### config.mk
export PLATFORM = sky130hd
export DESIGN_NAME = mem_arbiter_flat
export DESIGN_NICKNAME = d
export VERILOG_FILES = /design/src/rtl/mem_arbiter_if.sv /design/src/rtl/mem_arbiter.sv /design/src/flat_wrapper.sv
export SDC_FILE = /design/constraint.sdc
export NUM_CORES = 1
export LEC_CHECK = 0
export ABC_AREA = 1
export ABC_CLOCK_PERIOD_IN_PS = 1500
export BUFFER_PORTS_ARGS = -buffer_cell sky130_fd_sc_hd__buf_2
export CAP_MARGIN = 25
export CORE_ASPECT_RATIO = 0.6
export CORE_MARGIN = 2
export CORE_UTILIZATION = 40
export DETAILED_ROUTE_END_ITERATION = 12
export PLACE_DENSITY = 0.84
export SYNTH_ARGS = -nofsm -noshare
export SYNTH_HDL_FRONTEND = slang
export SYNTH_SLANG_ARGS = --single-unit
### constraint.sdc
create_clock -name clock -period 1.5 [get_ports clock]
set_clock_uncertainty 0.2 [all_clocks]
set_input_delay 0.3 -clock clock [delete_from_list [all_inputs] [get_ports clock]]
set_output_delay 0.3 -clock clock [all_outputs]
set_load 0.005 [all_outputs]
### src/rtl/mem_arbiter_if.sv
// Request/response and memory-side bundle for mem_arbiter.
// slave = arbiter side, master = requesters plus memory model.
interface mem_arbiter_if #(
    parameter int DATA_W = 32
);
    logic [1:0]        req;
    logic [1:0]        we;
    logic [31:0]       addr0;
    logic [31:0]       addr1;
    logic [DATA_W-1:0] wdata0;
    logic [DATA_W-1:0] wdata1;
    logic [1:0]        gnt;
    logic [1:0]        rvalid;
    logic [DATA_W-1:0] rdata;
    logic              err;
    logic [31:0]       mem_addr;
    logic [DATA_W-1:0] mem_wr_data;
    logic              mem_write;
    logic              mem_read;
    logic [DATA_W-1:0] mem_data;

    modport slave (
        input  req, we, addr0, addr1, wdata0, wdata1, mem_data,
        output gnt, rvalid, rdata, err, mem_addr, mem_wr_data, mem_write, mem_read
    );

    modport master (
        output req, we, addr0, addr1, wdata0, wdata1, mem_data,
        input  gnt, rvalid, rdata, err, mem_addr, mem_wr_data, mem_write, mem_read
    );
endinterface

### src/rtl/mem_arbiter.sv
// Two-port arbiter/sequencer in front of a single-port data memory.
// Define MEM_ARB_RR_EN for round-robin tie-breaking; otherwise port 0 wins ties.
//
// state  | meaning
// IDLE   | no access in flight; sample req
// ACCESS | drive memory strobes for the latched request, gnt to its port
// RESP   | rvalid/err to the served port; sample req again
module mem_arbiter #(
    parameter int DEPTH  = 32,
    parameter int DATA_W = 32
) (
    input logic        clock,
    input logic        reset,
    mem_arbiter_if.slave bus
);
    typedef enum logic [1:0] {
        IDLE   = 2'd0,
        ACCESS = 2'd1,
        RESP   = 2'd2
    } state_t;

    localparam logic [31:0] DEPTH_W = 32'(DEPTH);

    state_t            state;
    state_t            state_nxt;
    logic              id_q;
    logic              we_q;
    logic [31:0]       addr_q;
    logic [DATA_W-1:0] wdata_q;
    logic [DATA_W-1:0] rdata_q;
    logic              err_q;
    logic              in_range;
    logic              win_any;
    logic              win_id;
    logic              sample;
    logic [1:0]        gnt;
    logic [1:0]        rvalid;
    logic              err;
    logic [31:0]       mem_addr;
    logic [DATA_W-1:0] mem_wr_data;
    logic              mem_write;
    logic              mem_read;
`ifdef MEM_ARB_RR_EN
    logic              last_q;
`endif

    // full 32-bit compare so aliased high addresses are still rejected
    assign in_range = (addr_q < DEPTH_W);
    assign win_any  = |bus.req;
    assign sample   = (state == IDLE) || (state == RESP);

    always_comb begin
        win_id = 1'b0;
        case (bus.req)
            2'b10:   win_id = 1'b1;
`ifdef MEM_ARB_RR_EN
            2'b11:   win_id = ~last_q;
`else
            2'b11:   win_id = 1'b0;
`endif
            default: win_id = 1'b0;
        endcase
    end

    always_ff @(posedge clock) begin
        if (reset) begin
            state   <= IDLE;
            id_q    <= 1'b0;
            we_q    <= 1'b0;
            addr_q  <= '0;
            wdata_q <= '0;
            rdata_q <= '0;
            err_q   <= 1'b0;
`ifdef MEM_ARB_RR_EN
            last_q  <= 1'b1;
`endif
        end else begin
            state <= state_nxt;
            if (sample && win_any) begin
                id_q    <= win_id;
                we_q    <= bus.we[win_id];
                addr_q  <= win_id ? bus.addr1 : bus.addr0;
                wdata_q <= win_id ? bus.wdata1 : bus.wdata0;
`ifdef MEM_ARB_RR_EN
                last_q  <= win_id;
`endif
            end
            if (state == ACCESS) begin
                err_q   <= ~in_range;
                rdata_q <= (in_range && !we_q) ? bus.mem_data : '0;
            end
        end
    end

    always_comb begin
        state_nxt   = state;
        gnt         = 2'b00;
        rvalid      = 2'b00;
        err         = 1'b0;
        mem_addr    = '0;
        mem_wr_data = '0;
        mem_write   = 1'b0;
        mem_read    = 1'b0;
        case (state)
            IDLE: begin
                if (win_any) state_nxt = ACCESS;
            end
            ACCESS: begin
                state_nxt   = RESP;
                gnt[id_q]   = 1'b1;
                mem_addr    = addr_q;
                mem_wr_data = wdata_q;
                mem_write   = in_range & we_q;
                mem_read    = in_range & ~we_q;
            end
            RESP: begin
                rvalid[id_q] = 1'b1;
                err          = err_q;
                state_nxt    = win_any ? ACCESS : IDLE;
            end
            default: state_nxt = IDLE;
        endcase
    end

    assign bus.gnt         = gnt;
    assign bus.rvalid      = rvalid;
    assign bus.err         = err;
    assign bus.rdata       = rdata_q;
    assign bus.mem_addr    = mem_addr;
    assign bus.mem_wr_data = mem_wr_data;
    assign bus.mem_write   = mem_write;
    assign bus.mem_read    = mem_read;
endmodule

### src/flat_wrapper.sv
// flat-port wrapper written by rule: the top's interface ports become plain ports
module mem_arbiter_flat 
#(
    parameter int DEPTH  = 32,
    parameter int DATA_W = 32
)
  (clock, reset, bus_req, bus_we, bus_addr0, bus_addr1, bus_wdata0, bus_wdata1, bus_mem_data, bus_gnt, bus_rvalid, bus_rdata, bus_err, bus_mem_addr, bus_mem_wr_data, bus_mem_write, bus_mem_read);
  mem_arbiter_if #(.DATA_W(DATA_W)) bus_i ();
  input logic clock;
  input logic reset;
  input wire logic [$bits(bus_i.req)-1:0] bus_req;
  input wire logic [$bits(bus_i.we)-1:0] bus_we;
  input wire logic [$bits(bus_i.addr0)-1:0] bus_addr0;
  input wire logic [$bits(bus_i.addr1)-1:0] bus_addr1;
  input wire logic [$bits(bus_i.wdata0)-1:0] bus_wdata0;
  input wire logic [$bits(bus_i.wdata1)-1:0] bus_wdata1;
  input wire logic [$bits(bus_i.mem_data)-1:0] bus_mem_data;
  output wire logic [$bits(bus_i.gnt)-1:0] bus_gnt;
  output wire logic [$bits(bus_i.rvalid)-1:0] bus_rvalid;
  output wire logic [$bits(bus_i.rdata)-1:0] bus_rdata;
  output wire logic [$bits(bus_i.err)-1:0] bus_err;
  output wire logic [$bits(bus_i.mem_addr)-1:0] bus_mem_addr;
  output wire logic [$bits(bus_i.mem_wr_data)-1:0] bus_mem_wr_data;
  output wire logic [$bits(bus_i.mem_write)-1:0] bus_mem_write;
  output wire logic [$bits(bus_i.mem_read)-1:0] bus_mem_read;
  assign bus_i.req = bus_req;
  assign bus_i.we = bus_we;
  assign bus_i.addr0 = bus_addr0;
  assign bus_i.addr1 = bus_addr1;
  assign bus_i.wdata0 = bus_wdata0;
  assign bus_i.wdata1 = bus_wdata1;
  assign bus_i.mem_data = bus_mem_data;
  assign bus_gnt = bus_i.gnt;
  assign bus_rvalid = bus_i.rvalid;
  assign bus_rdata = bus_i.rdata;
  assign bus_err = bus_i.err;
  assign bus_mem_addr = bus_i.mem_addr;
  assign bus_mem_wr_data = bus_i.mem_wr_data;
  assign bus_mem_write = bus_i.mem_write;
  assign bus_mem_read = bus_i.mem_read;
  mem_arbiter #(.DEPTH(DEPTH), .DATA_W(DATA_W)) u_core (.clock(clock), .reset(reset), .bus(bus_i));
endmodule
== Yosys cells after proc, flatten, opt, wreduce, memory -nomap -nowiden ==
Cells that the tools add are included.

* $mul: 0
* Muxes and demuxes: 18
* $lt $le $gt $ge: 4
* Divide/modulo/power cells: 0
* Equality and inequality tests: 4
* Reductions and logical operators: 7
* Add/subtract/negate cells: 0
* Shift-type cells: 0
* Bitwise gates (word level): 4

{| class="wikitable"
|+ Operators with widths
! cell !! count
|-
| $mux W32 || 5
|-
| $lt A32 B6 Y1 const B || 1
|-
| $mux W1 || 8
|-
| $mux W2 || 3
|-
| $pmux W2 S3 || 1
|-
| $eq A2 B2 Y1 const B || 2
|-
| $lt A1 B2 Y1 const B || 2
|-
| $logic_and A1 B1 Y1 || 3
|-
| $and A1 B1 Y1 || 2
|-
| $eq A2 B1 Y1 const B || 1
|-
| $logic_not A2 Y1 || 1
|-
| $ne A2 B1 Y1 const B || 1
|-
| $not A1 Y1 || 2
|-
| $reduce_or A2 Y1 || 1
|-
| $demux W1 S1 || 1
|-
| $ge A1 B1 Y1 const B || 1
|-
| $logic_not A1 Y1 || 1
|-
| $logic_or A1 B1 Y1 || 1
|}

* Register bits: 101
* Bits in writable memories: 0
* Logic and storage cells: 44
* Input bits: 166
* Memories: 0
* Latch bits: 0
* Output and inout port bits: 103
* ROM bits: 0

== Longest topological paths before layout ==
* Depth in word-level cells: 5
* Depth in mapped cells: 8
* Gate-level depth less buffers: 7

== Least setup slack after synthesis ==
No wires, ideal clock.

* Path type: reg2out
* Start: reg u_core.state[0]
* End: out bus_mem_read
* Path buffers: 2
* Path slack: -0.142 ns
* Stages on the path, launching flop included: 7
* Data required time: 1.000 ns
* Arrival time: 1.142 ns
* Cell sequence: dfxtp_1 inv_1 nor2_2 inv_2 buf_2 buf_2 nor4_2

* Cells in the longest elaborated chain, start to end: 2

{| class="wikitable"
|+ Ends and longest elaborated chain
! what !! RTL line !! RTL
|-
| start: declaration || mem_arbiter.sv:24 || <nowiki>state_t state;</nowiki>
|-
| start signal: assignment || mem_arbiter.sv:78 || <nowiki>state <= state_nxt;</nowiki>
|-
| $eq A2 B1 Y1 || mem_arbiter.sv:104 || <nowiki>case (state)</nowiki>
|-
| $mux W1 || mem_arbiter.sv:104 ||
|-
| end: declaration || flat_wrapper.sv:25 || <nowiki>output wire logic [$bits(bus_i.mem_read)-1:0] bus_mem_read;</nowiki>
|}

No other way between the ends.

== Worst setup path in the final report ==
* Start: reg u_core.state[0]
* End: out bus_mem_addr[7]

* Cells in the longest elaborated chain, start to end: 2

{| class="wikitable"
|+ Ends and longest elaborated chain
! what !! RTL line !! RTL
|-
| $eq A2 B1 Y1 || mem_arbiter.sv:104 ||
|-
| $mux W32 || mem_arbiter.sv:104 ||
|-
| end: declaration || flat_wrapper.sv:22 || <nowiki>output wire logic [$bits(bus_i.mem_addr)-1:0] bus_mem_addr;</nowiki>
|}

No other way between the ends.

==> flow_metrics.env <==
export IMPL_reg2reg_from="u_core.addr_q[25]$_SDFFE_PP0P_"
export IMPL_slew_violations=0
export IMPL_rsz0062_at_grt="yes"
export IMPL_netlist_area_um2=4746
export IMPL_cts_reportedPaths_clkPinSlew_ps=70
export IMPL_clock_path_buffers=2
export IMPL_syn_area_per_cell_um2=6.838
export IMPL_synth_simple_area_share_pct=21.07
export IMPL_drv_cap=0
export IMPL_nNetsFinal=1187
export IMPL_wl_per_cell_um=16.71
export IMPL_p_seq_share_pct=41.4
export IMPL_die_width_um=144.6
export IMPL_wirelength_um=19810
export IMPL_synth_top_family_by_area="compound AO/OA/AOI/OAI gates"
export IMPL_htree_levels=3
export IMPL_place_hpwl_um=11470
export IMPL_min_from="bus_mem_data[9]"
export IMPL_grt_start_max_net_pins=66
export IMPL_cts_tree="yes"
export IMPL_syn_instance_count=694
export IMPL_root_buffer="clkbuf_16"
export IMPL_p_int_uw=5025
export IMPL_vias_per_cell=5.140
export IMPL_gp_congestion=0.7974
export IMPL_path_class="flop to output pin"
export IMPL_diodes=0
export IMPL_syn_num_nets=860
export IMPL_vias=6096
export IMPL_final_common_cell="buf_2"
export IMPL_synth_seq_area_share_pct=42.60
export IMPL_synth_seq_cells=101
export IMPL_design_die_area_um2=12780
export IMPL_grt_pass1_vias=5459
export IMPL_fmax_mhz=499.7
export IMPL_cts_sinks=101
export IMPL_cts_inserted_buffers=9
export IMPL_fp_row_count=30
export IMPL_design_core_area_um2=11450
export IMPL_power_frac_clock_pct=33.2
export IMPL_synth_adder_area_share_pct=0
export IMPL_finalCriticalPeriod_ps=2001
export IMPL_r2r_end="u_core.bus.rdata[28]$_SDFFE_PP0N_"
export IMPL_critPathLaunchType="flop"
export IMPL_yosysWarnings=0
export IMPL_io_buffers=268
export IMPL_die_h_um=88.37
export IMPL_dp_slack_ps=-157.5
export IMPL_initial_core_util_pct=41.45
export IMPL_endpoint_kind="output pin"
export IMPL_synthXorXnorAreaFrac_pct=0
export IMPL_pwr_share_comb_pct=25.4
export IMPL_final_util_pct=71.33
export IMPL_drive_above_1_share_pct=49.71
export IMPL_antenna_found_initial=0
export IMPL_worstPathArrival_ps=1500
export IMPL_peakVddDrop_uv=643.6
export IMPL_clk_latency_ps=340
export IMPL_grtUsageTotal_pct=26.94
export IMPL_powerDensity_nw_per_um2=879.4
export IMPL_worst_pin_slew_ps=506.3
export IMPL_reg2reg_slack_ps=-260
export IMPL_hold_end="u_core.bus.rdata[9]$_SDFFE_PP0N_"
export IMPL_area_growth_pct=72.08
export IMPL_synthArstFlopShare_pct=0
export IMPL_crit_required_ps=1000
export IMPL_synth_compound_area_share_pct=24.26
export IMPL_p_sw_uw=2156
export IMPL_drtPass1Iterations=5
export IMPL_min_path_cells=3
export IMPL_synthMuxAreaShare_pct=0
export IMPL_drc=0
export IMPL_synthFlopType="dfxtp_1"
export IMPL_synth_edf_count=0
export IMPL_fin_ws_ps=-501.3
export IMPL_min_period_over_period_pct=133.4
export IMPL_drt_initial_drc_count=396
export IMPL_reg2reg_depth=10
export IMPL_grt_pass1_wl_um=26680
export IMPL_ios=269
export IMPL_switching_share_pct=30.02
export IMPL_ant_nets=0
export IMPL_hold_violations=0
export IMPL_crit_fanout=22
export IMPL_layout_common_cells="267 x buf_2, 109 x a21oi_1, 103 x nand2_1"
export IMPL_overflow=0
export IMPL_max_slew_margin_rel_pct=66.24
export IMPL_p_leak_uw=0.003812
export IMPL_min_path_type="primary input to flop"
export IMPL_fin_tns_setup_ps=-35020
export IMPL_status="complete, but fails checks"
export IMPL_nFillCells=885
export IMPL_yosysUniqueCellTypes=24
export IMPL_violations="setup timing"
export IMPL_finalSetupViolations=105
-- metrics by stage --
step	cells	power, µW	hold WS, ps	cell area, µm²
2_1_floorplan	694	3705	245.7	4753
3_3_place_gp	1116	4350	248.1	6526
3_5_place_dp	1116	4363	254.6	6526
4_1_cts	1175	6989	0.04247	7541
5_1_grt	1186	7514	-2.222	8167
6_report	1186	7181	6.078	8167
-- layout make-up --
cell class,instances,area [µm²],share of cell area (%)
Inverter,72,277.8,3.401
Clock buffer,9,225.2,2.758
Timing Repair Buffer,372,2636,32.28
Clock inverter,7,80.08,0.9805
Tap cell,160,200.2,2.451
Multi-Input combinational cell,465,2720,33.31
Sequential cell,101,2027,24.82
-- repair_timing --
item | 4_1_cts | 5_1_grt
setup endpoints to repair | 102 | 127
cloned | 6 | 7
setup buffers | 9 | 4
hold buffers | 28 | 3
resized for setup | 60 | 127
pin swaps | 1 | 13
endpoints found under the hold margin | 28 | 3
-- power by group through the flow --
stage / Clock, µW / Combinational [µW] / Sequential (µW)
floorplan: 0 / 701 / 3000
global placement: 0 / 1340 / 3010
detailed placement: 0 / 1340 / 3020
CTS: 2430 / 1600 / 2960
global route: 2540 / 1970 / 2990
finish: 2380 / 1820 / 2980
-- metal layers --
layer | track usage, % | up-vias | routed length [µm]
met2 | 45.80 | 370 | 9155
met3 | 7.251 | 55 | 1895
li1 | - | 2896 | -
met1 | 34.08 | 2775 | 8207
met5 | 0 | - | 0
met4 | 7.855 | 0 | 553
-- worst max path at each step --
stage,end,from,depth (start not counted)
final,bus_mem_addr[7],u_core.state[0]$_SDFFE_PP0P_,6
after global routing,bus_mem_write,u_core.addr_q[25]$_SDFFE_PP0P_,7
after CTS,bus_mem_write,u_core.addr_q[30]$_SDFFE_PP0P_,7
after detailed placement,bus_mem_wr_data[21],u_core.state[0]$_SDFFE_PP0P_,6
after global placement,bus_mem_wr_data[21],u_core.state[0]$_SDFFE_PP0P_,6
after floorplan,bus_mem_write,u_core.addr_q[14]$_SDFFE_PP0P_,7
-- Yosys cell counts, types with 3 or more instances --
cell type | n | area (µm²)
nand2_1 | 104 | 390.4
o21ai_0 | 48 | 240.2
nor2_1 | 86 | 322.8
nand2_2 | 3 | 18.77
nand3_1 | 32 | 160.2
dfxtp_1 | 101 | 2022
inv_1 | 70 | 262.8
o21ai_1 | 18 | 90.09
buf_1 | 3 | 11.26
buf_8 | 3 | 45.04
nor2_2 | 3 | 18.77
buf_2 | 22 | 110.1
clkbuf_1 | 24 | 90.09
a21oi_1 | 164 | 820.8
-- registers in the layout, indices dropped and copies added (netlist names) --
signal	cells
u_core.bus.rdata	32
u_core.state	2
u_core.we_q	1
u_core.err_q	1
u_core.id_q	1
u_core.wdata_q	32
u_core.addr_q	32
-- cells by family after synthesis --
| family | after synthesis |
|---|---|
| flip-flops | 101 |
| AND/OR/NAND/NOR | 235 |
| buffers and inverters | 128 |
| AO/OA/AOI/OAI | 230 |
-- worst max-delay path, stage by stage (launching register included) --
cell,delay (ps)
dfxtp_2,330
inv_2,50
nor2_4,110
clkinv_4,100
bufbuf_16,310
nor2_1,130
buf_2,130
Power figures use the tool's default switching activity.
